## config.mk

```make
export PLATFORM = sky130hd
export DESIGN_NAME = watch_set_ctrl
export DESIGN_NICKNAME = d
export VERILOG_FILES = /design/src/rtl/watch_pkg.sv /design/src/rtl/bcd60_adjust.sv /design/src/rtl/watch_set_ctrl.sv
export SDC_FILE = /design/constraint.sdc
export NUM_CORES = 1
export LEC_CHECK = 0
export BUFFER_PORTS_ARGS = -buffer_cell sky130_fd_sc_hd__buf_2
export CAP_MARGIN = 25
export CORE_UTILIZATION = 35
export CTS_CLUSTER_DIAMETER = 200
export DETAILED_ROUTE_END_ITERATION = 12
export HOLD_SLACK_MARGIN = 0.12
export PLACE_DENSITY = 0.61
export REMOVE_ABC_BUFFERS = 1
export SETUP_SLACK_MARGIN = 0.05
export SLEW_MARGIN = 20
export SYNTH_ARGS = -nofsm -noshare
export SYNTH_HDL_FRONTEND = slang
export SYNTH_SLANG_ARGS = --single-unit
```

## constraint.sdc

```tcl
create_clock -name clk -period 2.6 [get_ports clk]
set_input_delay 0.39 -clock clk [delete_from_list [all_inputs] [get_ports clk]]
set_output_delay 0.39 -clock clk [all_outputs]
set_load 0.02 [all_outputs]
```

## src/rtl/watch_pkg.sv

```systemverilog
// Shared encodings and BCD limits for the watch time-setting controller.
// Combinational helpers only; no latency, no flow control.
package watch_pkg;

    typedef enum logic [1:0] {
        MODE_RUN     = 2'b00,
        MODE_SET_MIN = 2'b01,
        MODE_SET_SEC = 2'b10,
        MODE_LOAD    = 2'b11
    } mode_e;

    localparam logic [3:0] BCD_ONES_MAX  = 4'd9;
    localparam logic [3:0] BCD_TENS_MAX  = 4'd5;
    localparam int         TIMEOUT_TICKS = 10;
    localparam int         TO_CNT_W      = $clog2(TIMEOUT_TICKS + 1);

    function automatic logic is_bcd59(input logic [3:0] tens, input logic [3:0] ones);
        return (tens == BCD_TENS_MAX) && (ones == BCD_ONES_MAX);
    endfunction

endpackage

```

## src/rtl/bcd60_adjust.sv

```systemverilog
// Combinational +/-1 mod-60 stepper on a two-digit BCD value; inc and dec together hold.
// Zero latency; out-of-range digits are clamped so the result is always legal BCD.
module bcd60_adjust
    import watch_pkg::*;
(
    input  logic [3:0] tens_i,
    input  logic [3:0] ones_i,
    input  logic       inc_i,
    input  logic       dec_i,
    output logic [3:0] tens_o,
    output logic [3:0] ones_o
);

    logic [3:0] tens_c;
    logic [3:0] ones_c;

    always_comb begin
        tens_c = (tens_i > BCD_TENS_MAX) ? BCD_TENS_MAX : tens_i;
        ones_c = (ones_i > BCD_ONES_MAX) ? BCD_ONES_MAX : ones_i;
        tens_o = tens_c;
        ones_o = ones_c;
        if (inc_i && !dec_i) begin
            if (ones_c == BCD_ONES_MAX) begin
                ones_o = 4'd0;
                tens_o = (tens_c == BCD_TENS_MAX) ? 4'd0 : tens_c + 4'd1;
            end else begin
                ones_o = ones_c + 4'd1;
            end
        end else if (dec_i && !inc_i) begin
            if (ones_c == 4'd0) begin
                ones_o = BCD_ONES_MAX;
                tens_o = (tens_c == 4'd0) ? BCD_TENS_MAX : tens_c - 4'd1;
            end else begin
                ones_o = ones_c - 4'd1;
            end
        end
    end

endmodule

```

## src/rtl/watch_set_ctrl.sv

```systemverilog
// Watch run/set controller: gates 1 s ticks to the counters, edits shadow time, loads it back.
// Outputs registered, 1-cycle latency; pulse inputs, no backpressure. Option: WATCH_SET_TIMEOUT_EN.
module watch_set_ctrl
    import watch_pkg::*;
(
    input  logic       clk,
    input  logic       reset_p,
    input  logic       tick_1s,
    input  logic       btn_mode,
    input  logic       btn_inc,
    input  logic       btn_dec,
    input  logic [3:0] sec1,
    input  logic [3:0] sec10,
    input  logic [3:0] min1,
    input  logic [3:0] min10,
    output logic       sec_tick,
    output logic       min_tick,
    output logic       sec_load,
    output logic       min_load,
    output logic [3:0] set_sec1,
    output logic [3:0] set_sec10,
    output logic [3:0] set_min1,
    output logic [3:0] set_min10,
    output logic [1:0] mode_state
);

    mode_e      mode_q, mode_d;
    logic       sec_tick_q, sec_tick_d;
    logic       min_tick_q, min_tick_d;
    logic       load_q, load_d;
    logic [3:0] smin10_q, smin10_d, smin1_q, smin1_d;
    logic [3:0] ssec10_q, ssec10_d, ssec1_q, ssec1_d;
    logic [3:0] min_adj_tens, min_adj_ones;
    logic [3:0] sec_adj_tens, sec_adj_ones;
    logic       edit_req;

`ifdef WATCH_SET_TIMEOUT_EN
    localparam logic [TO_CNT_W-1:0] TO_LAST = TO_CNT_W'(TIMEOUT_TICKS - 1);
    logic [TO_CNT_W-1:0] to_cnt_q, to_cnt_d;
`endif

    bcd60_adjust u_min_adj (
        .tens_i (smin10_q),
        .ones_i (smin1_q),
        .inc_i  (btn_inc),
        .dec_i  (btn_dec),
        .tens_o (min_adj_tens),
        .ones_o (min_adj_ones)
    );

    bcd60_adjust u_sec_adj (
        .tens_i (ssec10_q),
        .ones_i (ssec1_q),
        .inc_i  (btn_inc),
        .dec_i  (btn_dec),
        .tens_o (sec_adj_tens),
        .ones_o (sec_adj_ones)
    );

    // btn_mode pre-empts an edit in the same cycle; simultaneous inc+dec cancels.
    assign edit_req = (btn_inc ^ btn_dec) && !btn_mode;

    always_comb begin
        mode_d   = mode_q;
        smin10_d = smin10_q;
        smin1_d  = smin1_q;
        ssec10_d = ssec10_q;
        ssec1_d  = ssec1_q;

        // A tick that coincides with leaving RUN is dropped so no tick lands in SET_MIN.
        sec_tick_d = (mode_q == MODE_RUN) && tick_1s && !btn_mode;
        min_tick_d = sec_tick_d && is_bcd59(sec10, sec1);

        case (mode_q)
            MODE_RUN: begin
                if (btn_mode) begin
                    mode_d   = MODE_SET_MIN;
                    smin10_d = min10;
                    smin1_d  = min1;
                    ssec10_d = sec10;
                    ssec1_d  = sec1;
                end
            end
            MODE_SET_MIN: begin
                if (btn_mode) begin
                    mode_d = MODE_SET_SEC;
                end else if (edit_req) begin
                    smin10_d = min_adj_tens;
                    smin1_d  = min_adj_ones;
                end
            end
            MODE_SET_SEC: begin
                if (btn_mode) begin
                    mode_d = MODE_LOAD;
                end else if (edit_req) begin
                    ssec10_d = sec_adj_tens;
                    ssec1_d  = sec_adj_ones;
                end
            end
            default: mode_d = MODE_RUN;
        endcase

`ifdef WATCH_SET_TIMEOUT_EN
        to_cnt_d = to_cnt_q;
        if ((mode_q == MODE_SET_MIN) || (mode_q == MODE_SET_SEC)) begin
            if (btn_mode || btn_inc || btn_dec) begin
                to_cnt_d = '0;
            end else if (tick_1s) begin
                if (to_cnt_q == TO_LAST) begin
                    to_cnt_d = '0;
                    mode_d   = MODE_RUN;
                end else begin
                    to_cnt_d = to_cnt_q + 1'b1;
                end
            end
        end else begin
            to_cnt_d = '0;
        end
`endif

        load_d = (mode_d == MODE_LOAD);
    end

    always_ff @(posedge clk or posedge reset_p) begin
        if (reset_p) begin
            mode_q     <= MODE_RUN;
            sec_tick_q <= 1'b0;
            min_tick_q <= 1'b0;
            load_q     <= 1'b0;
            smin10_q   <= 4'd0;
            smin1_q    <= 4'd0;
            ssec10_q   <= 4'd0;
            ssec1_q    <= 4'd0;
`ifdef WATCH_SET_TIMEOUT_EN
            to_cnt_q   <= '0;
`endif
        end else begin
            mode_q     <= mode_d;
            sec_tick_q <= sec_tick_d;
            min_tick_q <= min_tick_d;
            load_q     <= load_d;
            smin10_q   <= smin10_d;
            smin1_q    <= smin1_d;
            ssec10_q   <= ssec10_d;
            ssec1_q    <= ssec1_d;
`ifdef WATCH_SET_TIMEOUT_EN
            to_cnt_q   <= to_cnt_d;
`endif
        end
    end

    assign sec_tick   = sec_tick_q;
    assign min_tick   = min_tick_q;
    assign sec_load   = load_q;
    assign min_load   = load_q;
    assign set_sec1   = ssec1_q;
    assign set_sec10  = ssec10_q;
    assign set_min1   = smin1_q;
    assign set_min10  = smin10_q;
    assign mode_state = mode_q;

endmodule

```

==> metrics.txt <==
final setup fails=0; GPL Wtd Cong=0.880; final setup TNS=0 ns; Hold-fix buffers, CTS=0; Hold Slack=0.269 ns; synthesized flop and latch total=21; Cell Area, Synth=1740 µm²; PnR worst setup slack=0.553 ns; Worst Hold Class=in2async; Worst path max stage delay=0.47 ns; vias post-DR=1,751; root buffer cell=clkbuf_8; largest net degree at the start of global routing=22; Crit path required time=2.76 ns; Yosys cell types=54; Starting Density=0.366; Warnings, synthesis=0; fmax=488 MHz; maximum VDD drop=0.306 mV; arrival time at the worst endpoint=2.20 ns; Pint=1100 µW; die area=5250 µm²; All-Layer GR Usage=0.188; fill count=521; grt ovf=0; Sequential Area=526 µm²; vias in the first global route=1,561; Synth top cells by count=dfrtp_1 (21), o21ai_0 (21), nor2_1 (15), nand2_1 (14), a21oi_1 (12); I/O Buffers=43; boundary pin count=44; row cnt=25; Max-slew headroom=0.450; Worst Tran Pin Value=0.825 ns; largest buffer count on any clock path=2; number of CTS-inserted buffers=3; Gate power share=0.558; clk_skew=0.00745 ns; leakage power=0.000874 µW; chip height=72.5 µm; Fin. Hold Viols=0; Power Dens Cells=1110 nW/µm²; EDFF count, synth=0; Worst Path Max Fanout=8; Max Transition Viols Final=0; sw power=1170 µW; antenna violations before repair=0; DRT Pass-1 Iters=4; outcome=completed; Clock Sinks=21; Clock transition at path regs=0.08 ns; Worst Setup End Kind=flip-flop; Avg Inst Size Synth=8.08 µm²; final wirelength=4.73 mm; first-pass GRT wire length=7.70 mm; fin util=0.431; Sw Share=0.515; core box area=4750 µm²; prevailing post-synth register cell=dfrtp_1; ratio of cells with drive above 1 in the final layout=0.251; Synth top area share=0.302; post-CTS setup buffers=0; Antenna Violating Nets Remaining=0; Clk pwr share=0.097; Vias per Instance=5.51; RSZ-0062 raised after global routing=false; fin crit share=0.787; Flop pwr share=0.345; Nets=278; CP max stage cell=dfrtp_1; # DRC=0; iteration-0 DRC count of the detailed router=107; Seq/Total Area, Yosys=0.302; max cap viols=0; Final HPWL DP=3.46 mm; CTS tree=built; worst r2r path cells=5; Mapped Cells=215; largest area contributor in the netlist=dfrtp_1; pre-CTS setup slack=0.410 ns; area grow syn2layout=17.8%; average wire per standard cell=14.9 µm; Worst setup SP type=flip-flop; clk_lat worst skew=0.27 ns; CTS H-tree depth=1; Setup CP Type=reg2reg; top cells by area, synth=dfrtp_1 (30%), o21ai_0 (6.0%), xnor2_1 (3.5%); min cycle time layout=2.05 ns; post-CTS sizing=0; die width=72.5 µm; CP cell instances=or3_4 > or3_1 > mux2_4 > nor3_2 > o32a_2; multi-input logic area=1100 µm²; FFs w/ async S/R, synth=1.00; Design Power=2270 µW; Antenna Cells=0
[sequential cells by signal, indices dropped and copies added (netlist names)]
signal and flops:
sec_tick 1, set_sec1 4, set_sec10 4, set_min10 4
min_load 1, min_tick 1, mode_state 2, set_min1 4
[through the flow]
step | instances | area [µm²]
after CTS | 318 | 2050
after detailed placement | 314 | 2000
after global routing | 318 | 2050
after floorplan | 199 | 1660
after global placement | 314 | 2000
final | 318 | 2050
[cell type report]
| cell class | instances | share of cell area |
|---|---|---|
| Sequential cell | 21 | 0.257 |
| Timing Repair Buffer | 48 | 0.123 |
| Clock inverter | 1 | 0.00244 |
| Tap cell | 67 | 0.0410 |
| Multi-Input combinational cell | 169 | 0.540 |
| Inverter | 9 | 0.0165 |
| Clock buffer | 3 | 0.0202 |
[cells by family (layout without fill, tap and decap cells)]
kind of cell,Yosys count,after routing,share of synthesized area
xor+xnor,9,9,0.0454
buf+inv,25,61,0.0619
simple gates,83,83,0.273
fa+ha+maj,4,4,0.0288
mux,4,4,0.0266
flops,21,21,0.302
compound gates,69,69,0.262
[metal layers]
layer	part of all wire	global-route usage
met2	0.46	0.291
met3	0.034	0.0361
met1	0.50	0.270
met4	0.0076	0.0414
met5	0	0
[cell usage in the layout, fill, tap and decap left out, drive strengths merged, types with 2 or more instances in the layout]
| cell type | count |
|---|---|
| nor4 | 2 |
| mux2i | 2 |
| nand3 | 4 |
| ha | 4 |
| o311a | 2 |
| a21oi | 12 |
| o211ai | 6 |
| a31oi | 3 |
| xnor2 | 7 |
| or4 | 2 |
| o21ai | 21 |
| nand3b | 2 |
| nand2b | 4 |
| xor2 | 2 |
| o31ai | 3 |
| clkbuf | 3 |
| nand4 | 6 |
| and3 | 2 |
| buf | 48 |
| nor3 | 10 |
| a21o | 3 |
| a211oi | 4 |
| dfrtp | 21 |
| o2111ai | 2 |
| nor4b | 3 |
| a221oi | 2 |
| or3 | 6 |
| nand2 | 14 |
| a32oi | 2 |
| nor2b | 6 |
| o31a | 2 |
| inv | 9 |
| mux2 | 2 |
| or3b | 2 |
| nor2 | 15 |
[worst paths after layout]
path | start | slack (ns) | endpoint
setup / recovery | set_min1[2] | 0.55 | set_min10[2]
min in group clk | min10[3] | 0.36 | set_min10[3]
max in group asynchronous | reset_p | 1.81 | set_sec10[3]
hold / removal | reset_p | 0.27 | set_min10[3]
hold reg to reg | set_min10[2] | 0.61 | set_min10[2]
setup reg to reg | set_min1[2] | 0.55 | set_min10[2]
[critical path, delay by kind of cell, from the launching register on]
kind	cells	cell delay, ns
AND/OR/NAND/NOR	3	0.90
multiplexers	1	0.24
flip-flops	1	0.47
AO/OA/AOI/OAI	1	0.33
[power by group through the flow]
stage	Combinational, µW	Clock (µW)	Sequential, µW
2_1_floorplan	718	0	893
3_5_place_dp	1270	0	784
5_1_grt	1410	246	820
6_report	1270	221	784
4_1_cts	1270	232	777
3_3_place_gp	1260	0	784
Note: power is estimated with default switching activity, not from simulation.
